--- src/rtl/down_counter_pkg.sv ---
// down_counter_pkg: shared types and reset constants for down_counter.
//   state_t   - controller state (IDLE, RUN, HOLD, DONE), 2-bit encoding
//   STATE_RST - state after reset
//   TC_RST    - terminal-count pulse value after reset
//   DONE_RST  - done level after reset
package down_counter_pkg;

  typedef enum logic [1:0] {
    IDLE = 2'd0,
    RUN  = 2'd1,
    HOLD = 2'd2,
    DONE = 2'd3
  } state_t;

  localparam state_t STATE_RST = IDLE;
  localparam logic   TC_RST    = 1'b0;
  localparam logic   DONE_RST  = 1'b0;

endpackage

--- src/rtl/down_counter.sv ---
// down_counter: loadable countdown timer with terminal-count signalling.
// A start value is taken through a valid/ready handshake and decremented
// on every enabled clock. Reaching zero raises a one-cycle tc pulse and,
// in one-shot mode, parks in DONE with done held high.
//
// Ports:
//   clk, rst     - rising-edge clock, asynchronous active-high reset
//   en           - count enable (decrement only while counting)
//   clr          - synchronous abort: back to IDLE, count cleared
//   load_valid   - load request
//   load_value   - start value, sampled on handshake
//   load_ready   - high in IDLE and DONE
//   count        - registered current count
//   busy         - high in RUN or HOLD
//   tc           - registered one-cycle terminal-count pulse
//   done         - high in DONE
//
// Build option: define DOWN_COUNTER_AUTORELOAD_EN to reload the last
// loaded value at terminal count and keep running instead of stopping.
import down_counter_pkg::*;

module down_counter #(
  parameter int WIDTH = 4
) (
  input  logic             clk,
  input  logic             rst,
  input  logic             en,
  input  logic             clr,
  input  logic             load_valid,
  input  logic [WIDTH-1:0] load_value,
  output logic             load_ready,
  output logic [WIDTH-1:0] count,
  output logic             busy,
  output logic             tc,
  output logic             done
);

  state_t           state_q, state_d;
  logic [WIDTH-1:0] count_q, count_d;
  logic             tc_q, tc_d;
  logic             done_q;
  logic             load_fire;

`ifdef DOWN_COUNTER_AUTORELOAD_EN
  logic [WIDTH-1:0] reload_q, reload_d;
`endif

  // Pure decode of the state register; no input feeds load_ready.
  assign load_ready = (state_q == IDLE) || (state_q == DONE);
  assign busy       = (state_q == RUN)  || (state_q == HOLD);
  assign load_fire  = load_valid && load_ready;

  always_comb begin
    state_d = state_q;
    count_d = count_q;
    tc_d    = 1'b0;
`ifdef DOWN_COUNTER_AUTORELOAD_EN
    reload_d = reload_q;
`endif
    if (clr) begin
      // Abort wins over a pending load; reload value is retained.
      state_d = IDLE;
      count_d = '0;
    end else if (load_fire) begin
      if (load_value == '0) begin
        // Zero load is an immediate terminal count.
        state_d = DONE;
        count_d = '0;
        tc_d    = 1'b1;
      end else begin
        state_d = RUN;
        count_d = load_value;
`ifdef DOWN_COUNTER_AUTORELOAD_EN
        reload_d = load_value;
`endif
      end
    end else if (busy) begin
      if (en) begin
        if (count_q > WIDTH'(1)) begin
          state_d = RUN;
          count_d = count_q - WIDTH'(1);
        end else begin
          // count_q is 1 here (0 never survives into RUN/HOLD).
          tc_d = 1'b1;
`ifdef DOWN_COUNTER_AUTORELOAD_EN
          state_d = RUN;
          count_d = reload_q;
`else
          state_d = DONE;
          count_d = '0;
`endif
        end
      end else begin
        state_d = HOLD;
      end
    end
  end

  always_ff @(posedge clk or posedge rst) begin
    if (rst) begin
      state_q <= STATE_RST;
      count_q <= '0;
      tc_q    <= TC_RST;
      done_q  <= DONE_RST;
    end else begin
      state_q <= state_d;
      count_q <= count_d;
      tc_q    <= tc_d;
      done_q  <= (state_d == DONE);
    end
  end

`ifdef DOWN_COUNTER_AUTORELOAD_EN
  always_ff @(posedge clk or posedge rst) begin
    if (rst) reload_q <= '0;
    else     reload_q <= reload_d;
  end
`endif

  assign count = count_q;
  assign tc    = tc_q;
  assign done  = done_q;

endmodule
--- config.mk ---
export PLATFORM = sky130hd
export DESIGN_NAME = down_counter
export DESIGN_NICKNAME = d
export VERILOG_FILES = /design/src/rtl/down_counter_pkg.sv /design/src/rtl/down_counter.sv
export SDC_FILE = /design/constraint.sdc
export NUM_CORES = 1
export LEC_CHECK = 0
export CAP_MARGIN = 20
export CORE_AREA = 2 2 39 41
export DETAILED_ROUTE_END_ITERATION = 10
export DIE_AREA = 0 0 41 43
export PLACE_DENSITY_LB_ADDON = 0.05
export SETUP_SLACK_MARGIN = 0.1
export SLEW_MARGIN = 40
export SYNTH_ARGS = -nofsm -noshare
export SYNTH_HDL_FRONTEND = slang
export SYNTH_SLANG_ARGS = --single-unit
--- constraint.sdc ---
create_clock -name clk -period 1.8 [get_ports clk]
set_input_delay 0.18 -clock clk [delete_from_list [all_inputs] [get_ports clk]]
set_output_delay 0.18 -clock clk [all_outputs]
set_load 0.01 [all_outputs]
Yosys cells after proc, flatten, opt, wreduce, memory -nomap -nowiden
Cells that the tools add are included.

Bits in registers: 8. Input port bits: 9. Output and inout port bits: 8. Logic and storage cells: 36.

$add $sub $neg: 1. Order comparisons: 1. Equality and inequality tests: 4. Muxes and demuxes: 18. Reduce and logical (&&, ||, !) cells: 8.

Operator list (count): $mux W4 (6); $mux W2 (6); $eq A2 B2 Y1 const B (3); $mux W1 (6); $reduce_bool A3 Y1 (2); $gt A4 B1 Y1 const B (1); $logic_not A4 Y1 (1); $sub A4 B1 Y4 const B (1); $eq A2 B1 Y1 const B (1); $logic_not A2 Y1 (1); $logic_or A1 B1 Y1 (2); $reduce_and A2 Y1 (1); $logic_and A1 B1 Y1 (1).

Logic depth before layout (Yosys ltp)
Gate-level depths: netlist of the first run.

Depth after elaboration: 7. Mapped depth: 6. Mapped depth without buffers: 6.

Worst setup path after synthesis of the first run
Ideal clock, no wire load.

Kind: reg2reg. Start: register count_q[0], in the netlist count[0]. End: register count_q[0], in the netlist count[0]. Library setup time: 0.099 ns. Data arrival time: 1.406 ns. Data required time: 1.701 ns. Slack: 0.295 ns. Stages on the path, launching flop included: 7. Path buffers: 0. Period minus slack after synthesis: 1.505 ns. Path through: dfrtp_1 > inv_1 > ha_1 > nor2_1 > nor3_1 > or3_1 > a311oi_1.

Word-level cells in the longest chain between the ends: 6. Elaborated cells between the ends (all ways): 7. Classes of those cells: 1 x add/sub; 1 x order compare; 5 x mux.

Ends and longest elaborated chain: start, declared (line down_counter.sv:39) `logic [WIDTH-1:0] count_q, count_d;`; start signal, assigned (line down_counter.sv:107) `count_q <= count_d;`; $sub A4 B1 Y4 or $gt A4 B1 Y1 (tied branches) (line down_counter.sv:81, down_counter.sv:79); $mux W4 (*) (line down_counter.sv:79) `if (count_q > WIDTH'(1)) begin`; $mux W4 (*) (line down_counter.sv:78) `if (en) begin`; $mux W4 (*) (line down_counter.sv:77) `end else if (busy) begin`; $mux W4 (*) (line down_counter.sv:64) `end else if (load_fire) begin`; $mux W4 (*) (line down_counter.sv:60) `if (clr) begin`.

Mark *: on every way between the ends. The rest lies on a longest branch, timed or not. The select of a mux whose other input is x is not followed. A chain may end at the register's enable or synchronous reset.

Worst setup path after layout of the first run
Start: register state_q[0]. End: output port load_ready.

Word-level cells in the longest chain between the ends: 2. Elaborated cells between the ends (all ways): 3. Classes of those cells: 1 x eq/ne; 2 x reduce/logical.

Ends and longest elaborated chain: start, declared (line down_counter.sv:38) `state_t state_q, state_d;`; start signal, assigned (line down_counter.sv:106) `state_q <= state_d;`; $eq A2 B2 Y1 or $logic_not A2 Y1 (tied branches) (line down_counter.sv:49) `assign load_ready = (state_q == IDLE) || (state_q == DONE);`; $logic_or A1 B1 Y1 (*) (line down_counter.sv:49); end, declared (line down_counter.sv:31) `output logic load_ready,`.

Mark *: on every way between the ends. The rest lies on a longest branch, timed or not.

==> results of run 1 <==
worst register-to-register path, stage by stage, from the launching register on:
cell                       delay, ns
sky130_fd_sc_hd__dfrtp_2        0.41
sky130_fd_sc_hd__inv_1          0.06
sky130_fd_sc_hd__ha_1           0.22
sky130_fd_sc_hd__nor2_1         0.11
sky130_fd_sc_hd__nor3_1         0.08
sky130_fd_sc_hd__or3_1          0.34
sky130_fd_sc_hd__a311oi_2       0.28
cell usage in the layout, fill, tap and decap left out:
master,count
sky130_fd_sc_hd__clkdlybuf4s50_1,15
sky130_fd_sc_hd__nor2_1,7
sky130_fd_sc_hd__dfrtp_1,7
sky130_fd_sc_hd__nor3_1,4
sky130_fd_sc_hd__nand3_1,4
sky130_fd_sc_hd__inv_1,4
sky130_fd_sc_hd__nand2_1,3
sky130_fd_sc_hd__a21oi_1,3
sky130_fd_sc_hd__clkbuf_4,3
sky130_fd_sc_hd__or3_1,2
sky130_fd_sc_hd__mux2i_1,2
sky130_fd_sc_hd__a211oi_1,2
sky130_fd_sc_hd__ha_1,2
sky130_fd_sc_hd__buf_4,2
sky130_fd_sc_hd__xnor2_2,1
sky130_fd_sc_hd__clkinv_2,1
sky130_fd_sc_hd__nand2_2,1
sky130_fd_sc_hd__a311oi_1,1
sky130_fd_sc_hd__a311oi_2,1
sky130_fd_sc_hd__nor2b_1,1
sky130_fd_sc_hd__or2_2,1
sky130_fd_sc_hd__nor4_1,1
sky130_fd_sc_hd__o21ai_1,1
sky130_fd_sc_hd__o21ai_0,1
sky130_fd_sc_hd__dfrtp_2,1
sky130_fd_sc_hd__dlymetal6s2s_1,1
sequential cells by signal, summed over array words and instances (netlist names):
signal and flops:
count 4, state_q 2, done 1, tc 1
cell families after synthesis:
group | count (synthesis)
flip-flops | 8
multiplexers | 2
AND/OR/NAND/NOR | 24
buffers and inverters | 5
XOR/XNOR | 1
AO/OA/AOI/OAI | 9
adder cells (fa/ha/maj) | 2
stage by stage:
stage	instance area [sq um]	utilization, %	instances
finish	682	49.3	88
global route	682	49.3	88
CTS	664	48.0	87
detailed placement	642	46.4	84
global placement	642	46.4	84
floorplan	454	-	51
worst paths after layout:
check	start	end	slack, ns
max	state_q[0]	load_ready	0.19
min	rst	tc	0.17
max reg2reg	count[0]	count[1]	0.21
min reg2reg	count[1]	count[1]	0.60
max in group asynchronous	rst	count[0]	1.37
min in group clk	load_value[3]	count[3]	0.54
power breakdown:
group          total (mW)  switching (mW)  internal, mW  leakage (nW)
clock network       0.134          0.0583        0.0761        0.0138
logic               0.327           0.156         0.171         0.190
registers           0.246          0.0324         0.213         0.104
metal layers:
| layer | up-vias | global-route usage [%] | part of all wire, % |
|---|---|---|---|
| met4 | 0 | 4.00 | 0.75 |
| met2 | 10 | 21.9 | 51 |
| li1 | 221 | - | - |
| met1 | 199 | 17.4 | 42 |
| met3 | 3 | 9.42 | 6.1 |
| met5 | - | 0 | 0 |
timing repair:
action                     CTS  global route
setup buffers                0             1
setup endpoints to repair    0             2
gates resized for setup      0             3
area by class of cell:
type                       count  area (sq um)  share of cell area, %
multi-input combinational     38           240                   35.2
sequential                     8           201                   29.5
timing repair buffer          18           178                   26.1
clock buffer                   3          22.5                   3.30
inverter                       5          20.0                   2.94
tap                           16          20.0                   2.94
==> results.md, run 1 <==
| Parameter | Value |
|:---|:---|
| Max-slew headroom at the worst pin | 73.6% |
| Total die area | 0.00176 sq mm |
| Simple-Gate Fraction of Synth Area | 25.3% |
| H-tree depth | 1 |
| Share of the synthesized area in compound gates (AO/OA/AOI/OAI) | 12.7% |
| Xor and xnor fraction of the mapped netlist area | 3.58% |
| Setup Slack @ Placement | 0.186 ns |
| Longest individual stage delay on the worst path | 0.57 ns |
| CP Data Required Time | 1.62 ns |
| Setup-failing EPs final | 0 |
| Synth cell count leaders | 8 x sky130_fd_sc_hd__dfrtp_1, 7 x sky130_fd_sc_hd__nor2_1, 4 x sky130_fd_sc_hd__inv_1, 4 x sky130_fd_sc_hd__nand3_1, 4 x sky130_fd_sc_hd__nor3_1 |
| Maximum net fanout on the critical path | 3 |
| Half-perimeter wire length after detailed placement | 834 microns |
| Leading register cell type out of synthesis | sky130_fd_sc_hd__dfrtp_1 |
| Number of sinks driven by the clock tree | 8 |
| Total Negative Setup Slacks | 0 ns |
| Initial antenna violation count | 0 |
| Cell with the biggest individual delay on the critical path | sky130_fd_sc_hd__clkdlybuf4s50_1 |
| # fillers | 140 |
| Syn_nets | 62 |
| Crit path cell chain | xnor2_2 -> clkdlybuf4s50_1 |
| Worst vdd rail ir drop | 0.000456 V |
| Vert. Die Dim | 43 microns |
| Maxcap violations | 0 |
| Post-synthesis sequential area ratio | 44.1% |
| Clock root buffer master | sky130_fd_sc_hd__clkbuf_4 |
| Worst setup EP type | output pin |
| Actual transition at the worst max-transition pin | 0.393 ns |
| Post-synth top area share | 44.1% |
| Total power divided by cell area | 1040 mW/mm^2 |
| RSZ-0062 raised after global routing | no |
| Antenna-violating nets left | 0 |
| CTS buffer count | 3 |
| Category of cells accounting for the largest share of critical-path delay | buffers and inverters |
| Total Nets Final | 85 |
| Post-route fraction of the period consumed by the critical path | 89.7% |
| Worst Skew | 0.00284 ns |
| Standard-cell rows | 14 |
| Post-synthesis cell type with the largest combined area | sky130_fd_sc_hd__dfrtp_1 |
| Synthesized-area fraction occupied by adder cells | 5.51% |
| Synthesized instance count | 51 |
| Cell count along the critical path | 2 |
| Number of inserted diodes | 0 |
| Worst Slack Setup Final | 0.185 ns |
| Kind of critical path | reg -> out |
| Mux share of post-synthesis cell area | 4.41% |
| Share of flip-flops with an asynchronous set or reset after synthesis | 100% |
| Total power after layout | 0.707 mW |
| GRT overflow | 0 |
| Overall via count from detail_route | 433 |
| DRC viols | 0 |
| Largest family of logic cells by synthesized area | simple AND/OR/NAND/NOR gates |
| Combined buffer and inverter count along the critical path | 1 |
| Post-synth EDFFs | 0 |
| Result of the run | finished clean |
| Pins over their slew limit | 0 |
| Most frequent cell after synthesis | sky130_fd_sc_hd__dfrtp_1 |
| Effective utilization at floorplan | 32.8% |
| Setup crit start kind | register |
| Number of I/O port buffers | 16 |
| Synthesized cell area | 454 sq um |
| Routed wirelength normalized by instance count | 12.1 microns |
| Top achievable clock speed | 0.619 GHz |
| Fraction of layout instances using a drive strength above 1 | 15.3% |
| Tightest Hold Check Type | in -> async |
| Clock latency on the worst-skew pair | 0.25 ns |
| Static leakage | 0.308 nW |
| Count of warnings emitted by yosys | 0 |
| Weighted congestion at the end of routability-driven global placement | 0.756 |
| Final critical path time including I/O delays and setup | 1.61 ns |
| Vias in the first global route | 396 |
| Unique cell type count in the Yosys netlist | 20 |
| Die Span X | 41 microns |
| Data arrival time at the worst-slack endpoint | 1.43 ns |
| R2r worst-path depth | 6 |
| Flops & latches, synth | 8 |
| Core outline area | 0.00138 sq mm |
| Number of detailed-route iterations in the first pass | 2 |
| Clock slew at reported path FFs | 0.05 ns |
| Number of vias per cell | 4.92 |
| Cts hold-fix bufs | 0 |
| CTS tree | built |
| Aggregate routed wire length | 1.06 mm |
| Boundary Pins | 17 |
| Final Hold Violating Endpoints | 0 |
| Global router's overall resource usage | 14.8% |
| DRC marker count from the first detailed-route iteration | 3 |
| Post-Syn Area per Cell | 8.91 sq um |
| Growth of design area from synthesis to finish | 50.1% |
| Top cells by area in the synthesized netlist | sky130_fd_sc_hd__dfrtp_1 44%, sky130_fd_sc_hd__nor2_1 5.8%, sky130_fd_sc_hd__ha_1 5.5% |
| Buffer depth of the longest clock path | 2 |
| Global-route wire length before repair | 1.70 mm |
| Hold_ws | 0.173 ns |
| Largest net degree at the start of global routing | 10 |
(Power assumes the default switching activity.)
==> run 2, diff against run 1 <==
--- a/config.mk
+++ b/config.mk
@@ -5,7 +5,6 @@
 export SDC_FILE = /design/constraint.sdc
 export NUM_CORES = 1
 export LEC_CHECK = 0
-export CAP_MARGIN = 20
 export CORE_AREA = 2 2 39 41
 export DETAILED_ROUTE_END_ITERATION = 10
 export DIE_AREA = 0 0 41 43
==> results of run 2 <==
No change in the layout: final DEF, timing and power equal those of run 1.
